==> src/rtl/bnn_pkg.sv <==
// Shared defaults and state encoding for the BNN layer datapath.
package bnn_pkg;
  localparam int FAN_IN_DEF    = 784;
  localparam int NEURONS_DEF   = 1024;
  localparam int ALU_WIDTH     = 12;
  localparam int IDX_WIDTH_DEF = 10;
  localparam int THRESH_DEF    = FAN_IN_DEF / 2;

  typedef enum logic {
    IDLE  = 1'b0,
    ACCUM = 1'b1
  } acc_state_e;
endpackage

==> src/rtl/bnn_result_slice.sv <==
// One-entry valid/ready register; clr_i empties it synchronously.
module bnn_result_slice
  import bnn_pkg::*;
#(
  parameter int WIDTH = 1
) (
  input  logic             clk_i,
  input  logic             rst_ni,
  input  logic             clr_i,
  input  logic             load_i,
  input  logic [WIDTH-1:0] data_i,
  input  logic             ready_i,
  output logic             valid_o,
  output logic [WIDTH-1:0] data_o
);
  logic             valid_q, valid_d;
  logic [WIDTH-1:0] data_q, data_d;

  always_comb begin
    valid_d = valid_q;
    data_d  = data_q;
    if (clr_i) begin
      valid_d = 1'b0;
      data_d  = '0;
    end else if (load_i) begin
      valid_d = 1'b1;
      data_d  = data_i;
    end else if (valid_q && ready_i) begin
      valid_d = 1'b0;
      data_d  = '0;
    end
  end

  always_ff @(posedge clk_i or negedge rst_ni) begin
    if (!rst_ni) begin
      valid_q <= 1'b0;
      data_q  <= '0;
    end else begin
      valid_q <= valid_d;
      data_q  <= data_d;
    end
  end

  assign valid_o = valid_q;
  assign data_o  = data_q;
endmodule

==> src/rtl/bnn_neuron_accumulator.sv <==
// Bit-serial match counter with sign activation and per-layer neuron index.
module bnn_neuron_accumulator
  import bnn_pkg::*;
#(
  parameter int FAN_IN    = FAN_IN_DEF,
  parameter int NEURONS   = NEURONS_DEF,
  parameter int ACC_WIDTH = ALU_WIDTH,
  parameter int IDX_WIDTH = IDX_WIDTH_DEF,
  parameter int THRESH    = THRESH_DEF
) (
  input  logic                 clk,
  input  logic                 rst,
  input  logic                 en,
  input  logic                 in_valid,
  input  logic                 in_bit,
  output logic                 in_ready,
  output logic                 out_valid,
  input  logic                 out_ready,
  output logic [ACC_WIDTH-1:0] out_count,
  output logic                 out_act,
  output logic [IDX_WIDTH-1:0] out_idx,
  output logic                 layer_done
);
  if (FAN_IN >= 2**ACC_WIDTH) begin : g_bad_acc
    $error("ACC_WIDTH too narrow for FAN_IN");
  end
  if (NEURONS > 2**IDX_WIDTH) begin : g_bad_idx
    $error("IDX_WIDTH too narrow for NEURONS");
  end

  localparam logic [ACC_WIDTH-1:0] LAST_BIT = ACC_WIDTH'(FAN_IN - 1);
  localparam logic [ACC_WIDTH-1:0] THR      = ACC_WIDTH'(THRESH);
  localparam logic [IDX_WIDTH-1:0] IDX_LAST = IDX_WIDTH'(NEURONS - 1);
  localparam int                   SW       = ACC_WIDTH + 1 + IDX_WIDTH;

  acc_state_e           state_q, state_d;
  logic [ACC_WIDTH-1:0] acc_q, acc_d;
  logic [ACC_WIDTH-1:0] bit_cnt_q, bit_cnt_d;
  logic [IDX_WIDTH-1:0] nidx_q, nidx_d;
  logic                 layer_done_q, layer_done_d;
  logic [ACC_WIDTH-1:0] result;
  logic                 last_bit, accept, load, consume;
  logic [SW-1:0]        slice_q;

  assign last_bit = (bit_cnt_q == LAST_BIT);
  // Only the closing bit stalls: it alone would overwrite a held result.
  assign in_ready = (state_q == ACCUM) &&
                    !(last_bit && out_valid && !out_ready);
  assign accept   = in_valid && in_ready;
  assign load     = accept && last_bit;
  assign consume  = out_valid && out_ready;
  assign result   = acc_q + ACC_WIDTH'(!in_bit);

  always_comb begin
    state_d      = state_q;
    acc_d        = acc_q;
    bit_cnt_d    = bit_cnt_q;
    nidx_d       = nidx_q;
    layer_done_d = consume && (out_idx == IDX_LAST);
    if (!en) begin
      state_d      = IDLE;
      acc_d        = '0;
      bit_cnt_d    = '0;
      nidx_d       = '0;
      layer_done_d = 1'b0;
    end else begin
      unique case (state_q)
        IDLE: state_d = ACCUM;
        ACCUM: begin
          if (accept && last_bit) begin
            acc_d     = '0;
            bit_cnt_d = '0;
            nidx_d    = (nidx_q == IDX_LAST) ? '0 :
                        nidx_q + IDX_WIDTH'(1);
          end else if (accept) begin
            acc_d     = result;
            bit_cnt_d = bit_cnt_q + ACC_WIDTH'(1);
          end
        end
      endcase
    end
  end

  always_ff @(posedge clk or negedge rst) begin
    if (!rst) begin
      state_q      <= IDLE;
      acc_q        <= '0;
      bit_cnt_q    <= '0;
      nidx_q       <= '0;
      layer_done_q <= 1'b0;
    end else begin
      state_q      <= state_d;
      acc_q        <= acc_d;
      bit_cnt_q    <= bit_cnt_d;
      nidx_q       <= nidx_d;
      layer_done_q <= layer_done_d;
    end
  end

  bnn_result_slice #(
    .WIDTH(SW)
  ) u_slice (
    .clk_i  (clk),
    .rst_ni (rst),
    .clr_i  (!en),
    .load_i (load),
    .data_i ({result, (result >= THR), nidx_q}),
    .ready_i(out_ready),
    .valid_o(out_valid),
    .data_o (slice_q)
  );

  assign {out_count, out_act, out_idx} = slice_q;
  assign layer_done = layer_done_q;
endmodule

==> config.mk <==
export PLATFORM = sky130hd
export DESIGN_NAME = bnn_neuron_accumulator
export DESIGN_NICKNAME = d
export VERILOG_FILES = /design/src/rtl/bnn_pkg.sv /design/src/rtl/bnn_result_slice.sv /design/src/rtl/bnn_neuron_accumulator.sv
export SDC_FILE = /design/constraint.sdc
export NUM_CORES = 1
export LEC_CHECK = 0
export CAP_MARGIN = 20
export CORE_MARGIN = 5
export CORE_UTILIZATION = 45
export CTS_BUF_LIST = sky130_fd_sc_hd__clkbuf_4
export CTS_CLUSTER_DIAMETER = 80
export CTS_CLUSTER_SIZE = 8
export DETAILED_ROUTE_END_ITERATION = 10
export DONT_BUFFER_PORTS = 1
export GPL_TIMING_DRIVEN = 1
export HOLD_SLACK_MARGIN = 0.02
export SYNTH_ARGS = -nofsm -noshare
export SYNTH_HDL_FRONTEND = slang
export SYNTH_HIERARCHICAL = 1
export SYNTH_SLANG_ARGS = --single-unit
==> constraint.sdc <==
create_clock -name clk -period 4.3 [get_ports clk]
set_clock_uncertainty 0.15 [all_clocks]
set_input_delay 0.645 -clock clk [delete_from_list [all_inputs] [get_ports clk]]
set_output_delay 0.645 -clock clk [all_outputs]
set_load 0.02 [all_outputs]
==> flow_summary.ini, run 1 <==
[drt]
post_drt_wl_per_cell_um = 15.8
via_per_inst = 5.56
ant_nets = 0
wl_met2_um = 2940
drtIter0Drc = 159
vias = 2424
drc = 0
dr.pass1.iters = 4
wl_met1_um = 3390
wl_met3_um = 467
highest_layer = met4
wirelength_um = 6870

[clock_network]
path_clk_slew_ns = 0.11
clk_latency_ns = 0.42
htreeDepth = 3
cts.path.max_buffers = 2
cts_resized = 0
cts_setup_buffers = 0
cts_made_buffers = 9
cts_tree = done
cts-root-buf = clkbuf_4
cts.sinks = 60
cts_hold_buf = 2

[job]
max-cap-violations = 0

[synth]
synth_top_family_by_area = simple AND/OR/NAND/NOR gates
syn-num-nets = 353
synth_compound_area_frac = 0.117
ys_async_sr_fraction = 1.00
synth_warnings = 6
syn_area_um2 = 3140
syn_inst = 343
synth_edf_count = 0
yosys.area_share.simple = 0.266
synth.mux.area_fraction = 0
syn_avg_cell_area_um2 = 9.17
synth_adder_area_share = 0.0159
ys_seq_elements = 60
synth.distinct_cells = 39
synth-xor-area-share = 0.0696
ys_seq_area_frac = 0.478
ys.flop_type = dfrtp_1

[sta]
setup_viol = 0
rsz0062_at_grt = no
tightest_slew_ns = 0.916
finalHoldViolCount = 0
slew_headroom = 0.389
clock.fmax_ghz = 0.337
fin_crit_ns = 2.97
slew_viol_final = 0
timing.hold.ws_ns = 0.108
fin_crit_sh = 0.690
tns_ns = 0

[critical_path]
cp_num_buf_inv = 0
cp_slowest_stage_delay_ns = 0.59
path_cells = or4_4, nor4_4, nor2b_1
crit_path_end_kind = output pin
cp_top_family = simple AND/OR/NAND/NOR gates
startpoint_type = flop
worstSetupPathType = reg -> out
cp_data_arrival_time_ns = 2.17
crit_required_ns = 3.50
path_max_fanout = 9
crit_slowest_cell = or4_4

[finish]
final_nets = 345
multi_input_area_um2 = 1470
area_growth_pct = 5.81
drive_above_1_share = 0.0706
n_fill_cell = 673
antenna_cells = 0
fin_util = 0.490
regArea_um2 = 1500

[floorplan]
start_util = 0.463
core_area_um2 = 6790
dieArea_um2 = 8760
die_w_um = 93.6
die_height_um = 93.6
ioPinCount = 32
rows = 30

[global_route]
antenna_found_initial = 0
overflow = 0
grt_max_degree = 61
grt_pass1_vias = 2362
grtUsageTotal = 0.170
grt_pass1_wl_um = 11600

[placed_design]
dpl.hpwl_um = 4500
io_buffers = 0
gp_congestion = 0.859

[hold_path]
hp-class = in -> reg

[power_and_ir_drop]
p_leak_nw = 1.33
vdd_drop_max_v = 0.000172
p_per_area_nw_per_um2 = 311

[status]
outcome = finished, final reports clean
-- where the power goes --
part           switching [W]  total (W)  internal (W)
registers         0.00000671   0.000575      0.000568
clock network       0.000236   0.000415      0.000179
logic              0.0000327  0.0000448     0.0000121
total               0.000276    0.00103      0.000759
-- Yosys cell counts (4+ instances only) --
cell | instances | area, µm²
dfrtp_1 | 60 | 1500
nand2_1 | 46 | 173
a21oi_1 | 32 | 160
nor2_1 | 31 | 116
nand3b_1 | 24 | 180
xnor2_1 | 18 | 158
nand3_1 | 14 | 70.1
clkbuf_1 | 12 | 45.0
inv_1 | 10 | 37.5
o21ai_0 | 10 | 50.1
a31oi_1 | 9 | 56.3
nand4_1 | 9 | 56.3
xor2_1 | 7 | 61.3
nor3_1 | 6 | 30.0
a22o_1 | 4 | 35.0
and3_1 | 4 | 25.0
buf_2 | 4 | 20.0
buf_6 | 4 | 45.0
ha_1 | 4 | 50.1
nor4_1 | 4 | 25.0
-- per-layer routing --
metal / vias up / global-route usage
met4: 0 / 0.0481
met1: 1172 / 0.240
met5: - / 0
met3: 7 / 0.0636
met2: 67 / 0.242
li1: 1178 / -
-- layout by cell type, fill, tap and decap left out, types with 2 or more instances in the layout --
cell | netlist | final
a21oi_1 | 32 | 32
a22o_1 | 4 | 4
a31oi_1 | 9 | 9
and2_1 | 3 | 3
and3_1 | 4 | 4
and4_1 | 3 | 3
buf_4 | 3 | 2
clkbuf_4 | 0 | 9
clkinvlp_4 | 0 | 3
dfrtp_1 | 60 | 60
ha_1 | 4 | 4
inv_1 | 10 | 10
nand2_1 | 46 | 46
nand2b_1 | 3 | 3
nand3_1 | 14 | 14
nand3b_1 | 24 | 24
nand4_1 | 9 | 9
nor2_1 | 31 | 31
nor3_1 | 6 | 6
nor4_1 | 4 | 4
o211ai_1 | 2 | 2
o21ai_0 | 10 | 10
o31ai_1 | 2 | 2
or3_1 | 3 | 3
xnor2_1 | 18 | 18
xor2_1 | 7 | 7
-- logic make-up after synthesis --
kind of cell    Yosys count
flops                    60
xor+xnor                 25
compound gates           63
buf+inv                  33
fa+ha+maj                 4
simple gates            158
-- through the flow --
step / setup WS, ns / instances / cell area, µm² / power (W)
3_5_place_dp: 1.73 / 418 / 3150 / 0.000617
3_3_place_gp: 1.79 / 418 / 3150 / 0.000617
5_1_grt: 1.21 / 436 / 3330 / 0.00108
6_report: 1.33 / 436 / 3330 / 0.00103
2_1_floorplan: 1.84 / 343 / 3140 / 0.000610
4_1_cts: 1.29 / 436 / 3330 / 0.00105
-- worst paths after layout --
path                                     startpoint                        endpoint  slack, ns  cells past startpoint
setup / recovery           bit_cnt_q[5]$_DFFE_PN0P_                        in_ready       1.33                      3
hold / removal                                   en               state_q$_DFF_PN0_       0.11                      0
setup reg to reg           bit_cnt_q[5]$_DFFE_PN0P_           nidx_q[3]$_DFFE_PN0P_       1.73                      4
hold reg to reg            bit_cnt_q[0]$_DFFE_PN0P_        bit_cnt_q[0]$_DFFE_PN0P_       0.39                      1
max in group asynchronous                       rst        bit_cnt_q[0]$_DFFE_PN0P_       3.13                      2
min in group asynchronous                       rst  u_slice/data_o[14]$_DFFE_PN0P_       0.59                      2
-- worst register-to-register path, cell delays in order (launching register included) --
cell and delay [ns]:
dfrtp_1 0.44, or4_4 0.59, or3_1 0.51, o21ai_2 0.56, a31oi_1 0.18
-- flip-flops by register name, summed over array words and instances, names as in the netlist --
register,cells
u_slice/data_o,23
state_q,1
u_slice/valid_o,1
layer_done,1
nidx_q,10
acc_q,12
bit_cnt_q,12
-- final cells by class --
type                    instances  area share
flip-flops and latches         60       0.451
clock inverters                 7      0.0226
inverters                      10      0.0113
well taps                      96      0.0361
repair buffers                  4      0.0158
clock buffers                   9      0.0203
multi-input cells             250       0.443
(Power assumes the default switching activity.)
==> run 2: changes to the inputs <==
Clock period 4.3 ns to 2.4 ns, I/O delays scaled along.
==> run 2 against run 1 <==
  * The flow now finishes with violations (negative setup slack)
  * Hold slack worse by 0.049 ns
  * Final cell count up 4.1%
  * Critical path depth grew 2
  * Via count rose by 2.2%
  * Clock power is 71% higher
  * Critical path type unchanged
==> flow_summary.ini, run 2 (same netlist as run 1, synthesis figures left out) <==
[clock_network]
cts_made_buffers = 9
cts.path.max_buffers = 2
htreeDepth = 3
clk_latency_ns = 0.41
cts-root-buf = clkbuf_4
cts.sinks = 60
cts_tree = done
path_clk_slew_ns = 0.10

[sta]
rsz0062_at_grt = yes
setup_viol = 1
timing.final.ws_setup_ns = -0.0985
timing.hold.ws_ns = 0.0588
tns_ns = -0.0985
slew_headroom = 0.693
fin_crit_sh = 1.04
fin_crit_ns = 2.50
tightest_slew_ns = 0.459
finalHoldViolCount = 0
clock.fmax_ghz = 0.400
slew_viol_final = 0

[drt]
post_drt_wl_per_cell_um = 15.7
vias = 2478
ant_nets = 0
drtIter0Drc = 167
dr.pass1.iters = 4
drc = 0
wirelength_um = 7120
via_per_inst = 5.46

[placed_design]
place_inst = 432
io_buffers = 0
dpl_cell_area_um2 = 3260
gp_congestion = 0.778
dpl.hpwl_um = 4600

[finish]
largest_reg_flops = 23
finalNonFillerCells = 454
multi_input_area_um2 = 1490
area_growth_pct = 11.2
antenna_cells = 0
drive_above_1_share = 0.120
final_nets = 363
n_fill_cell = 628
layout_common_cells = dfrtp_1 (60), nand2_1 (46), a21oi_1 (32)
fin_util = 0.515
final_design_area_no_fill_um2 = 3500
regArea_um2 = 1500
layout_commonest_cell = dfrtp_1

[critical_path]
r2r_setup_slack_ns = 0.11
crit_path_end_kind = output pin
crit_required_ns = 1.89
cp_data_arrival_time_ns = 1.99
path_max_fanout = 2
worstSetupPathType = reg -> out
startpoint_type = flop

[power_and_ir_drop]
intPower_w = 0.00136
p_per_area_nw_per_um2 = 523
vdd_drop_max_v = 0.000371
p_leak_nw = 1.43
pwr-share-comb = 0.049
power_switching_share = 0.258
power_frac_seq = 0.563
clock_power_share = 0.388
switching_power_w = 0.000472

[global_route]
grt_max_degree = 61
grt_pass1_wl_um = 12000
overflow = 0
grtUsageTotal = 0.177
grt_pass1_vias = 2382
antenna_found_initial = 0

[floorplan]
start_util = 0.463
die_height_um = 93.6
ioPinCount = 32
die_w_um = 93.6
rows = 30
dieArea_um2 = 8760
core_area_um2 = 6790

[status]
outcome = finished with violations
violations = negative setup slack

[hold_path]
hp-class = in -> reg

[job]
max-cap-violations = 0
-- run 2: cell types whose count changed in the layout (fill, tap and decap cells not counted), moves of 2 or more --
cell / change
buf_4: +14
nor4_2: +2
dlygate4sd3_1: +2
nor4_1: -2
-- run 2: final cells by class --
type                       count  area share
clock inverter                 7      0.0193
timing repair buffer          22      0.0597
tap                           96      0.0343
inverter                      10      0.0107
multi-input combinational    250       0.427
clock buffer                   9      0.0193
sequential                    60       0.429
-- run 2: path summary, 6_finish.rpt --
check                                         start                       end  cells past startpoint
max in group asynchronous                       rst     nidx_q[7]$_DFFE_PN0P_                      2
max reg2reg                bit_cnt_q[5]$_DFFE_PN0P_      acc_q[6]$_DFFE_PN0P_                      5
min in group asynchronous                       rst      layer_done$_DFF_PN0_                      2
min                                              en  bit_cnt_q[4]$_DFFE_PN0P_                      3
max                        bit_cnt_q[5]$_DFFE_PN0P_                  in_ready                      5
min reg2reg                   acc_q[11]$_DFFE_PN0P_     acc_q[11]$_DFFE_PN0P_                      2
-- run 2: stage by stage --
stage	worst slack, ns	total power [W]
floorplan	0.0358	0.00109
global placement	0.184	0.00111
detailed placement	0.0665	0.00111
CTS	-0.0921	0.00185
global route	-0.181	0.00191
finish	-0.0985	0.00183
-- run 2: worst max-delay path: stages (launching register included) --
cell,delay [ns]
dfrtp_1,0.39
or4_4,0.54
buf_6,0.14
nor4_4,0.27
buf_4,0.18
nor2b_4,0.06
-- run 2: metal layers --
layer	track usage	part of all wire	vias to the layer above
li1	-	-	1217
met4	0.0758	0.015	0
met2	0.249	0.44	56
met1	0.258	0.50	1193
met3	0.0434	0.049	12
met5	0	0	-
-- run 2: power by group through the flow --
stage                     sequential (W)  combinational [W]  clock, W
final                            0.00103          0.0000891  0.000710
after global routing             0.00103           0.000101  0.000773
after CTS                        0.00103          0.0000909  0.000733
after detailed placement         0.00105          0.0000575         0
after global placement           0.00105          0.0000574         0
after floorplan                  0.00104          0.0000513         0
-- run 2: timing repair --
action	4_1_cts	5_1_grt
hold buffers	4	0
hold endpoints to repair	64	0
gates resized for setup	3	4
setup buffers	2	0
endpoints found under the setup margin	1	7
==> edit (config.mk and constraints of run 2) <==
The package constant `IDX_WIDTH_DEF` goes from 10 to 11.
--- a/src/rtl/bnn_pkg.sv
+++ b/src/rtl/bnn_pkg.sv
@@ -3,7 +3,7 @@
   localparam int FAN_IN_DEF    = 784;
   localparam int NEURONS_DEF   = 1024;
   localparam int ALU_WIDTH     = 12;
-  localparam int IDX_WIDTH_DEF = 10;
+  localparam int IDX_WIDTH_DEF = 11;
   localparam int THRESH_DEF    = FAN_IN_DEF / 2;
 
   typedef enum logic {
Interface: changed (resized out_idx); port bits go from 32 to 33. The function was not compared with the original's and may differ.
==> edit against run 2 <==
  * The run still ends with setup timing left
  * Power rose by 14%
  * Final area rose by 10%
  * Synthesized area rose by 6.2%
  * Maximum frequency fell by 0.42%
  * Register-to-register slack got worse by 0.14 ns
  * Wire length rose by 7.7%
  * Sequential cell count rose by 2
  * Worst setup slack got worse by 0.011 ns
  * Critical path type unchanged
  * Critical endpoint unchanged
  * Largest cell class is now multi-input gates
  * Highest routed layer unchanged
==> edit: results (changes against run 2) <==
[run_status]
outcome = finished, violations left  ; unchanged
violations = setup timing  ; unchanged

[finish]
fill_cells = 684  ; was 628
layout-drive-gt1-share_pct = 20.91  ; was 12.01%
largest_register_ffs = 24  ; was 23

[placement]
dp_slack_ns = 0.04452  ; was 0.06652 ns
gp_congestion = 0.7948  ; was 0.7778
placed_cells = 445  ; was 432
dp_hpwl_um = 5006  ; was 4597 µm
place_area_mm2 = 0.003511  ; was 0.003264 mm²

[logic_synthesis]
seq_area_frac_synth_pct = 46.48  ; was 47.75%
syn_area_per_cell_um2 = 9.620  ; was 9.167 µm²
syn_nets = 357  ; was 353
synth.distinct_cells = 50  ; was 39
synthTopCellsByArea = dfrtp_1, nand3b_1, nand2_1, xnor2_1, a21oi_1  ; was dfrtp_1, nand3b_1, nand2_1, a21oi_1, xnor2_1

[sta]
worst_slew_pin_slew_ns = 0.7763  ; was 0.4594 ns
setup_violations = 12  ; was 1
layout_setup_ws_ns = -0.1090  ; was -0.09848 ns

[route]
first_pass_iters = 5  ; was 4
drt_iter0_drc = 123  ; was 167
wl_per_cell_um = 16.23  ; was 15.68 µm

[power_and_ir_drop]
max-vdd-ir-drop_mv = 0.3177  ; was 0.3705 mV
switching_share_pct = 22.78  ; was 25.76%
pg_clk_uw = 915  ; was 710 µW
p_clk_share_pct = 43.9  ; was 38.8%

[grt]
grt_first_pass_wirelength_um = 12670  ; was 12020 µm
grt_pass1_vias = 2550  ; was 2382

## edit: timing repair
| item | in CTS | in global routing |
|---|---|---|
| setup buffers | 2 | 4 |
| gates resized for setup | 4 | 14 |
| endpoints found under the setup margin | 1 | 6 |
| hold buffers | 4 | 0 |
| hold endpoints to repair | 69 | 0 |
| gates cloned | 0 | 1 |
| pin swaps | 4 | 3 |
## edit: layout make-up
type	count	area (µm²)	share of cell area, %
Timing Repair Buffer	32	330.3	8.552
Sequential cell	62	1551	40.17
Clock buffer	9	67.56	1.749
Multi-Input combinational cell	253	1639	42.44
Tap cell	99	123.9	3.207
Inverter	10	37.54	0.9718
Clock inverter	7	112.6	2.915
## edit: path summary, 6_finish.rpt
| kind | from | to | slack, ns | cells after the start |
|---|---|---|---|---|
| min reg2reg | bit_cnt_q[9] | bit_cnt_q[9] | 0.38 | 1 |
| min in group asynchronous | rst | u_slice/data_o[22] | 0.32 | 2 |
| max | bit_cnt_q[7] | in_ready | -0.11 | 3 |
| min | en | bit_cnt_q[8] | 0.06 | 2 |
| max in group asynchronous | rst | acc_q[1] | 1.50 | 2 |
| max reg2reg | bit_cnt_q[7] | acc_q[1] | -0.03 | 8 |
## edit: cell families after synthesis
kind of cell	count (synthesis)	synth area share, %
flops	62	46.48
xor+xnor	23	6.034
buf+inv	32	5.510
compound gates	75	16.23
fa+ha+maj	4	1.499
simple gates	151	24.25
## edit: critical path, stage by stage, from the launching register on
cell	delay, ns
dfrtp_1	0.40
or4_4	0.53
or4_4	0.50
and2_4	0.18
## edit: routing by layer
layer / vias up / GRT usage, % / wire, µm
met5: - / 0 / 0
li1: 1271 / - / -
met1: 1300 / 24.51 / 3675
met4: 0 / 6.517 / 107
met2: 77 / 26.85 / 3416
met3: 9 / 4.378 / 462
